==> src/rtl/qcore_ctrl_pipe.sv <==
// qcore_ctrl_pipe: RD/X1/X2/WR control-word sequencer with hold, bubble, flush and stall watchdog.
// Defining QPROC_PIPE_STATS_EN adds stall_id/stall_rd/flush event counters.
module qcore_ctrl_pipe #(
    parameter int CTRL_W    = 12,
    parameter int STALL_MAX = 64
) (
    input  logic              clk_i,
    input  logic              rst_ni,
    input  logic              halt_i,
    input  logic              flush_i,
    input  logic              bubble_id_i,
    input  logic              bubble_rd_i,
    input  logic              id_vld_i,
    input  logic [CTRL_W-1:0] id_ctrl_i,
    output logic              id_hold_o,
    output logic              rd_vld_o,
    output logic              x1_vld_o,
    output logic              x2_vld_o,
    output logic              wr_vld_o,
    output logic [CTRL_W-1:0] rd_ctrl_o,
    output logic [CTRL_W-1:0] x1_ctrl_o,
    output logic [CTRL_W-1:0] x2_ctrl_o,
    output logic [CTRL_W-1:0] wr_ctrl_o,
    output logic              pipe_empty_o,
    input  logic              clr_err_i,
`ifdef QPROC_PIPE_STATS_EN
    output logic [31:0]       stall_id_cnt_o,
    output logic [31:0]       stall_rd_cnt_o,
    output logic [31:0]       flush_cnt_o,
`endif
    output logic              stall_err_o
);
    localparam logic [1:0]  RUN    = 2'd0;
    localparam logic [1:0]  STALL  = 2'd1;
    localparam logic [1:0]  HALTED = 2'd2;
    localparam logic [15:0] SMAX   = 16'(STALL_MAX);

    // Each stage holds {valid, ctrl}; a bubble is all-zero.
    logic [CTRL_W:0] rd_q, rd_d, x1_q, x1_d, x2_q, x2_d, wr_q, wr_d;
    logic [15:0]     cnt_q, cnt_d;
    logic            err_q, err_d;
    logic [1:0]      mode;

    always_comb begin
        mode  = halt_i ? HALTED : (!flush_i && (bubble_id_i || bubble_rd_i)) ? STALL : RUN;
        rd_d  = rd_q;
        x1_d  = x1_q;
        x2_d  = x2_q;
        wr_d  = wr_q;
        if (!halt_i) begin
            x2_d = x1_q;
            wr_d = x2_q;
            if (flush_i) begin
                rd_d = '0;
                x1_d = '0;
            end else if (bubble_rd_i) begin
                x1_d = '0;
            end else begin
                x1_d = rd_q;
                rd_d = (bubble_id_i || !id_vld_i) ? '0 : {1'b1, id_ctrl_i};
            end
        end
        cnt_d = (mode == HALTED) ? cnt_q :
                (mode == STALL)  ? ((cnt_q == SMAX) ? cnt_q : cnt_q + 16'd1) : 16'd0;
        // Fires only on the edge the counter first reaches the limit; set beats clear.
        err_d = (mode == STALL && cnt_q != SMAX && cnt_q + 16'd1 == SMAX) || (err_q && !clr_err_i);
    end

    always_ff @(posedge clk_i or negedge rst_ni) begin
        if (!rst_ni) begin
            rd_q  <= '0;
            x1_q  <= '0;
            x2_q  <= '0;
            wr_q  <= '0;
            cnt_q <= '0;
            err_q <= 1'b0;
        end else begin
            rd_q  <= rd_d;
            x1_q  <= x1_d;
            x2_q  <= x2_d;
            wr_q  <= wr_d;
            cnt_q <= cnt_d;
            err_q <= err_d;
        end
    end

`ifdef QPROC_PIPE_STATS_EN
    logic [31:0] sid_q, sid_d, srd_q, srd_d, fl_q, fl_d;

    always_comb begin
        sid_d = clr_err_i ? 32'd0 : (mode == STALL && !bubble_rd_i) ? sid_q + 32'd1 : sid_q;
        srd_d = clr_err_i ? 32'd0 : (mode == STALL && bubble_rd_i) ? srd_q + 32'd1 : srd_q;
        fl_d  = clr_err_i ? 32'd0 : (!halt_i && flush_i) ? fl_q + 32'd1 : fl_q;
    end

    always_ff @(posedge clk_i or negedge rst_ni) begin
        if (!rst_ni) begin
            sid_q <= '0;
            srd_q <= '0;
            fl_q  <= '0;
        end else begin
            sid_q <= sid_d;
            srd_q <= srd_d;
            fl_q  <= fl_d;
        end
    end

    assign stall_id_cnt_o = sid_q;
    assign stall_rd_cnt_o = srd_q;
    assign flush_cnt_o    = fl_q;
`endif

    assign id_hold_o    = halt_i || (!flush_i && (bubble_id_i || bubble_rd_i));
    assign rd_vld_o     = rd_q[CTRL_W];
    assign x1_vld_o     = x1_q[CTRL_W];
    assign x2_vld_o     = x2_q[CTRL_W];
    assign wr_vld_o     = wr_q[CTRL_W];
    assign rd_ctrl_o    = rd_q[CTRL_W-1:0];
    assign x1_ctrl_o    = x1_q[CTRL_W-1:0];
    assign x2_ctrl_o    = x2_q[CTRL_W-1:0];
    assign wr_ctrl_o    = wr_q[CTRL_W-1:0];
    assign pipe_empty_o = !(rd_q[CTRL_W] || x1_q[CTRL_W] || x2_q[CTRL_W] || wr_q[CTRL_W]);
    assign stall_err_o  = err_q;
endmodule
==> config.mk <==
export PLATFORM = sky130hd
export DESIGN_NAME = qcore_ctrl_pipe
export DESIGN_NICKNAME = d
export VERILOG_FILES = /design/src/rtl/qcore_ctrl_pipe.sv
export SDC_FILE = /design/constraint.sdc
export NUM_CORES = 1
export LEC_CHECK = 0
export CELL_PAD_IN_SITES_DETAIL_PLACEMENT = 0
export CELL_PAD_IN_SITES_GLOBAL_PLACEMENT = 1
export CORE_AREA = 3 3 98 100
export CTS_CLUSTER_SIZE = 30
export DETAILED_ROUTE_END_ITERATION = 16
export DIE_AREA = 0 0 101 103
export PLACE_DENSITY_LB_ADDON = 0.05
export SLEW_MARGIN = 15
export SYNTH_ARGS = -nofsm -noshare
export SYNTH_HDL_FRONTEND = slang
export SYNTH_SLANG_ARGS = --single-unit
==> constraint.sdc <==
create_clock -name clk_i -period 2 [get_ports clk_i]
set_input_delay 0.4 -clock clk_i [delete_from_list [all_inputs] [get_ports clk_i]]
set_output_delay 0.4 -clock clk_i [all_outputs]
set_load 0.1 [all_outputs]
# [Word level (Yosys, flattened, before mapping)]
# Cells that the tools add are included.
[word_totals] ff_bits=69 latchBits=0 ram_bits=0 mem_bits_ro=0 out_inout_bits=55 wordCells=42 memories=0
[classes] add_sub_neg=1 n_mul=0 div_mod_pow=0 magnitude_cmp=0 n_eq_ne=7 n_shift=0 mux=9 bitwise=2 n_reduce_logical=17
[ops] cell="13-bit two-way mux" n=5
[ops] cell="16-bit by 7-bit equality test with 1-bit output (second input constant)" n=2
[ops] cell="16-bit two-way mux" n=2
[ops] cell="16-bit by 1-bit adder with 16-bit output (second input constant)" n=1
[ops] cell="16-bit by 7-bit inequality test with 1-bit output (second input constant)" n=1
[ops] cell="1-bit logical OR" n=7
[ops] cell="1-bit logical AND" n=4
[ops] cell="1-bit zero test" n=4
[ops] cell="2-bit inequality test (second input constant)" n=2
[ops] cell="2-bit AND reduction" n=2
[ops] cell="2-bit by 1-bit equality test with 1-bit output (second input constant)" n=1
[ops] cell="2-bit equality test (second input constant)" n=1
[ops] cell="2-bit two-way mux" n=1
[ops] cell="1-bit NOT" n=2
[ops] cell="1-bit two-way mux" n=1

# [Depth between registers and ports, before layout]
# Gate-level depths: netlist of the first run.
[logic_depth] depth_word=8 mapped_depth=9 ltp_nobuf=8

# [Worst setup path before layout of the first run]
# OpenSTA, ideal clock, no wires.
[synth_timing] path_type="register to output" start="reg x1_q[12]" end="out pipe_empty_o" arrival_ns=3.792 slack_ns=-2.192 stages_incl_launch_ff=2 cell_sequence="dfrtp_1 > nor4_1"
[synth_between] elab_chain_cells=4
[synth_rtl] element="from (decl)" line_no="39" rtl="logic [CTRL_W:0] rd_q, rd_d, x1_q, x1_d, x2_q, x2_d, wr_q, wr_d;"
[synth_rtl] element="from (signal assigned)" line_no="72" rtl="x1_q <= '0;"
[synth_rtl] element="from (signal assigned)" line_no="79" rtl="x1_q <= x1_d;"
[synth_rtl] element="1-bit logical OR (3 in series)" line_no="122" rtl="assign pipe_empty_o = !(rd_q[CTRL_W] || x1_q[CTRL_W] || x2_q[CTRL_W] || wr_q[CTRL_W]);"
[synth_rtl] element="1-bit zero test" line_no="122"
[synth_rtl] element="to (decl)" line_no="24" rtl="output logic pipe_empty_o,"
# No other way between the ends.

# [Worst setup path in the final report of the first run]
[layout_timing] start="reg cnt_q[0]" end="reg err_q (netlist: stall_err_o)"
[layout_between] elab_chain_cells=4 word_cells_on_any_way=6
[layout_rtl] element="from (decl)" line_no="40" rtl="logic [15:0] cnt_q, cnt_d;"
[layout_rtl] element="from (signal assigned)" line_no="82" rtl="cnt_q <= cnt_d;"
[layout_rtl] element="16-bit by 1-bit adder with 16-bit output or 16-bit by 7-bit inequality test with 1-bit output (tied branches)" line_no="66" rtl="err_d = (mode == STALL && cnt_q != SMAX && cnt_q + 16'd1 == SMAX) || (err_q && !clr_err_i);"
[layout_rtl] element="16-bit by 7-bit equality test with 1-bit output or 1-bit logical AND (tied branches)" line_no="66"
[layout_rtl] element="1-bit logical AND *" line_no="66"
[layout_rtl] element="1-bit logical OR *" line_no="66"
[layout_rtl] element="named net err_d" line_no="41" rtl="logic err_q, err_d;"
[layout_rtl] element="to (signal assigned)" line_no="83" rtl="err_q <= err_d;"
[layout_rtl] element="to (decl)" line_no="41"
# Mark *: on every way through the listed nets, which the timed path passes. The rest lies on a longest branch.
# A chain may end at the register's enable or synchronous reset.

==> run summary, run 1 <==
Worst-Skew Late Latency = 330 ps
Die Wd = 101 µm
Reg area = 1740 µm²
Final Hold Fails = 0
GRT Util Overall = 16.1%
WP data arrival = 2130 ps
Routability Congestion = 0.765
Clock Tree Root = clkbuf_8
Worst hold path class = in2reg
Most frequent cell after synthesis = dfrtp_1
# IOs = 75
Max Root-Sink Buffers = 2
Final Cell Area = 4330 µm²
Max_slew headroom = 68.9%
RSZ-0062 raised after global routing = no
Vias in the first global route = 2446
Overflow left after global routing = 0
Leakage Power = 2.09 nW
Pwr per Cell Area = 720 nW/µm²
Crit Path Max Fanout = 6
Final Max Slew Viols = 0
Combinational family with the most area after synthesis = compound AO/OA/AOI/OAI gates
Status = complete, no violations
Share of cells above drive strength 1 = 42.1%
Drt initial violations = 87
Ys Warns = 0
Initial antenna violation count = 0
Antenna viol nets, final = 0
Largest cells by area after synthesis = dfrtp_1 57%, mux2_2 9.6%, a22o_1 7.2%
Distinct cells, synth = 44
Die area = 10400 µm²
Syn Inst Count = 256
# H-tree levels = 3
Starting density of the core = 34.8%
Max-cap viol count = 0
CP Launch Type = flop
First-pass GRT wire length = 13000 µm
VDD IR-drop max = 0.000356 V
Fraction of synthesized area in multiplexers = 9.92%
Crit path kind = reg2reg
Fill cell count = 845
Routed wire length = 7620 µm
Clock skew = 7.30 ps
Largest net degree at the start of global routing = 37
Via density = 5.11
# DRC = 0
Vias = 2421
Final TNS setup = 0 ps
Synth cell count leaders = 69 x dfrtp_1, 26 x mux2_2, 25 x a22o_1, 16 x o21ai_0, 15 x nand3_1
Post-Synth Simple-Gate Area = 10.5%
Nets = 383
Adder-Cell Fraction of Synth Area = 0.820%
Fraction of synthesis flops using an asynchronous set or reset pin = 100%
Synth Register Bits = 69
DIE HEIGHT = 103 µm
Area leader, netlist = dfrtp_1
Mapped Nets = 278
CTS buffer count = 9
Number of port buffers = 74
Syn_area_per_cell = 11.9 µm²
Sequential element share of the synthesized area = 56.6%
Worst EP required = 2250 ps
Critical path capture point type = flop
Period minus WS final = 1880 ps
Clock Pin Slew Worst Setup and Hold Paths = 80 ps
Placed inst area = 4070 µm²
DP HPWL = 5590 µm
Drt first pass iters = 4
Top cell type's share of synthesized area = 56.6%
Tcrit/Tclk final = 93.8%
Row cnt = 34
Slew @ Worst Pin = 466 ps
Max Clock Freq = 0.533 GHz
CTS tree = done
Worst hold slack = 435 ps
XOR/XNOR Fraction of Synth Area = 1.43%
Dominant synthesized flop cell = dfrtp_1
EDFF count, synth = 0
Final Non-Filler Cells = 474
Post-Syn Area = 3050 µm²
CTS Sinks = 69
Core box area = 8760 µm²
Wire per inst = 16.1 µm
Placed cells = 456
Area Growth Syn to Fin = 41.8%
Setup violators final = 0
Compound-gate portion of the synthesized area = 16.8%
Area occupied by multi-input gates = 1280 µm²
Antenna Diode Count = 0
-- report_power, final --
group          switching [mW]  total (mW)  internal, mW
clock                   0.537        1.12         0.582
sequential             0.0269        1.45          1.43
combinational           0.365       0.542         0.177
total                   0.929        3.12          2.19
-- metal layers --
layer / up-vias / GRT usage, % / part of all wire, %
met5: - / 0 / 0
met4: 0 / 5.83 / 1.1
met1: 1198 / 22.9 / 49
met3: 8 / 3.52 / 4.9
met2: 57 / 24.2 / 45
li1: 1158 / - / -
-- layout by cell type, fill, tap and decap left out, types with 8 or more instances in the layout --
cell type	n
clkdlybuf4s50_1	17
nand3_1	15
buf_4	84
a22o_1	25
dfrtp_1	65
o21ai_0	16
clkbuf_8	9
nand2_1	8
mux2_2	26
o31ai_1	8
nor2_1	12
-- cell type report --
class	instances	area share, %
multi-input cells	163	29.5
flip-flops and latches	69	40.1
repair buffers	112	22.3
clock inverters	5	1.39
clock buffers	11	3.04
inverters	6	0.520
well taps	108	3.12
-- final timing paths --
path | startpoint | endpoint | slack (ps) | depth (start not counted)
worst max-delay path | cnt_q[0] | stall_err_o | 120 | 7
worst min-delay path | halt_i | x1_q[12] | 440 | 2
worst max register to register | cnt_q[0] | stall_err_o | 120 | 7
worst min register to register | wr_q[8] | wr_q[8] | 510 | 1
max in group asynchronous | rst_ni | wr_q[0] | 1000 | 3
min in group asynchronous | rst_ni | x2_q[4] | 460 | 2
-- through the flow --
step	setup slack (ps)	power, mW	util, %
detailed placement	-109	2.02	46.4
finish	124	3.12	49.4
global route	2.16	3.27	49.4
floorplan	-160	1.81	-
global placement	-72.2	2.02	46.4
CTS	31.6	3.17	48.9
-- critical path, cell delays in order (launching register included) --
cell and delay (ps):
dfrtp_1 340, buf_4 140, nand3_2 80, or2_1 250, or3_4 390, a2111oi_4 320
o2111ai_1 150, o22ai_1 120
-- kinds of logic after synthesis --
kind of cell | after synthesis
AO/OA/AOI/OAI | 68
XOR/XNOR | 5
adder cells (fa/ha/maj) | 2
buffers and inverters | 24
flip-flops | 69
multiplexers | 27
AND/OR/NAND/NOR | 61
-- state kept, by name (all words and copies together) (netlist names) --
name	flops
cnt_q	16
x1_q	13
stall_err_o	1
wr_q	13
rd_q	13
x2_q	13
-- repair_timing --
action | CTS | global route
endpoints found under the hold margin | 7 | 0
setup buffers | 0 | 1
hold buffers | 1 | 0
resized for setup | 1 | 7
gates cloned | 0 | 0
endpoints found under the setup margin | 1 | 16
pin swaps | 0 | 4
No activity file was read; power rests on OpenSTA's default activity.
==> run 2: changes to the inputs <==
--- a/config.mk
+++ b/config.mk
@@ -12,7 +12,6 @@
 export DETAILED_ROUTE_END_ITERATION = 16
 export DIE_AREA = 0 0 101 103
 export PLACE_DENSITY_LB_ADDON = 0.05
-export SLEW_MARGIN = 15
 export SYNTH_ARGS = -nofsm -noshare
 export SYNTH_HDL_FRONTEND = slang
 export SYNTH_SLANG_ARGS = --single-unit
==> results of run 2 <==
The final DEF is identical to that of run 1; final timing and power are the same.
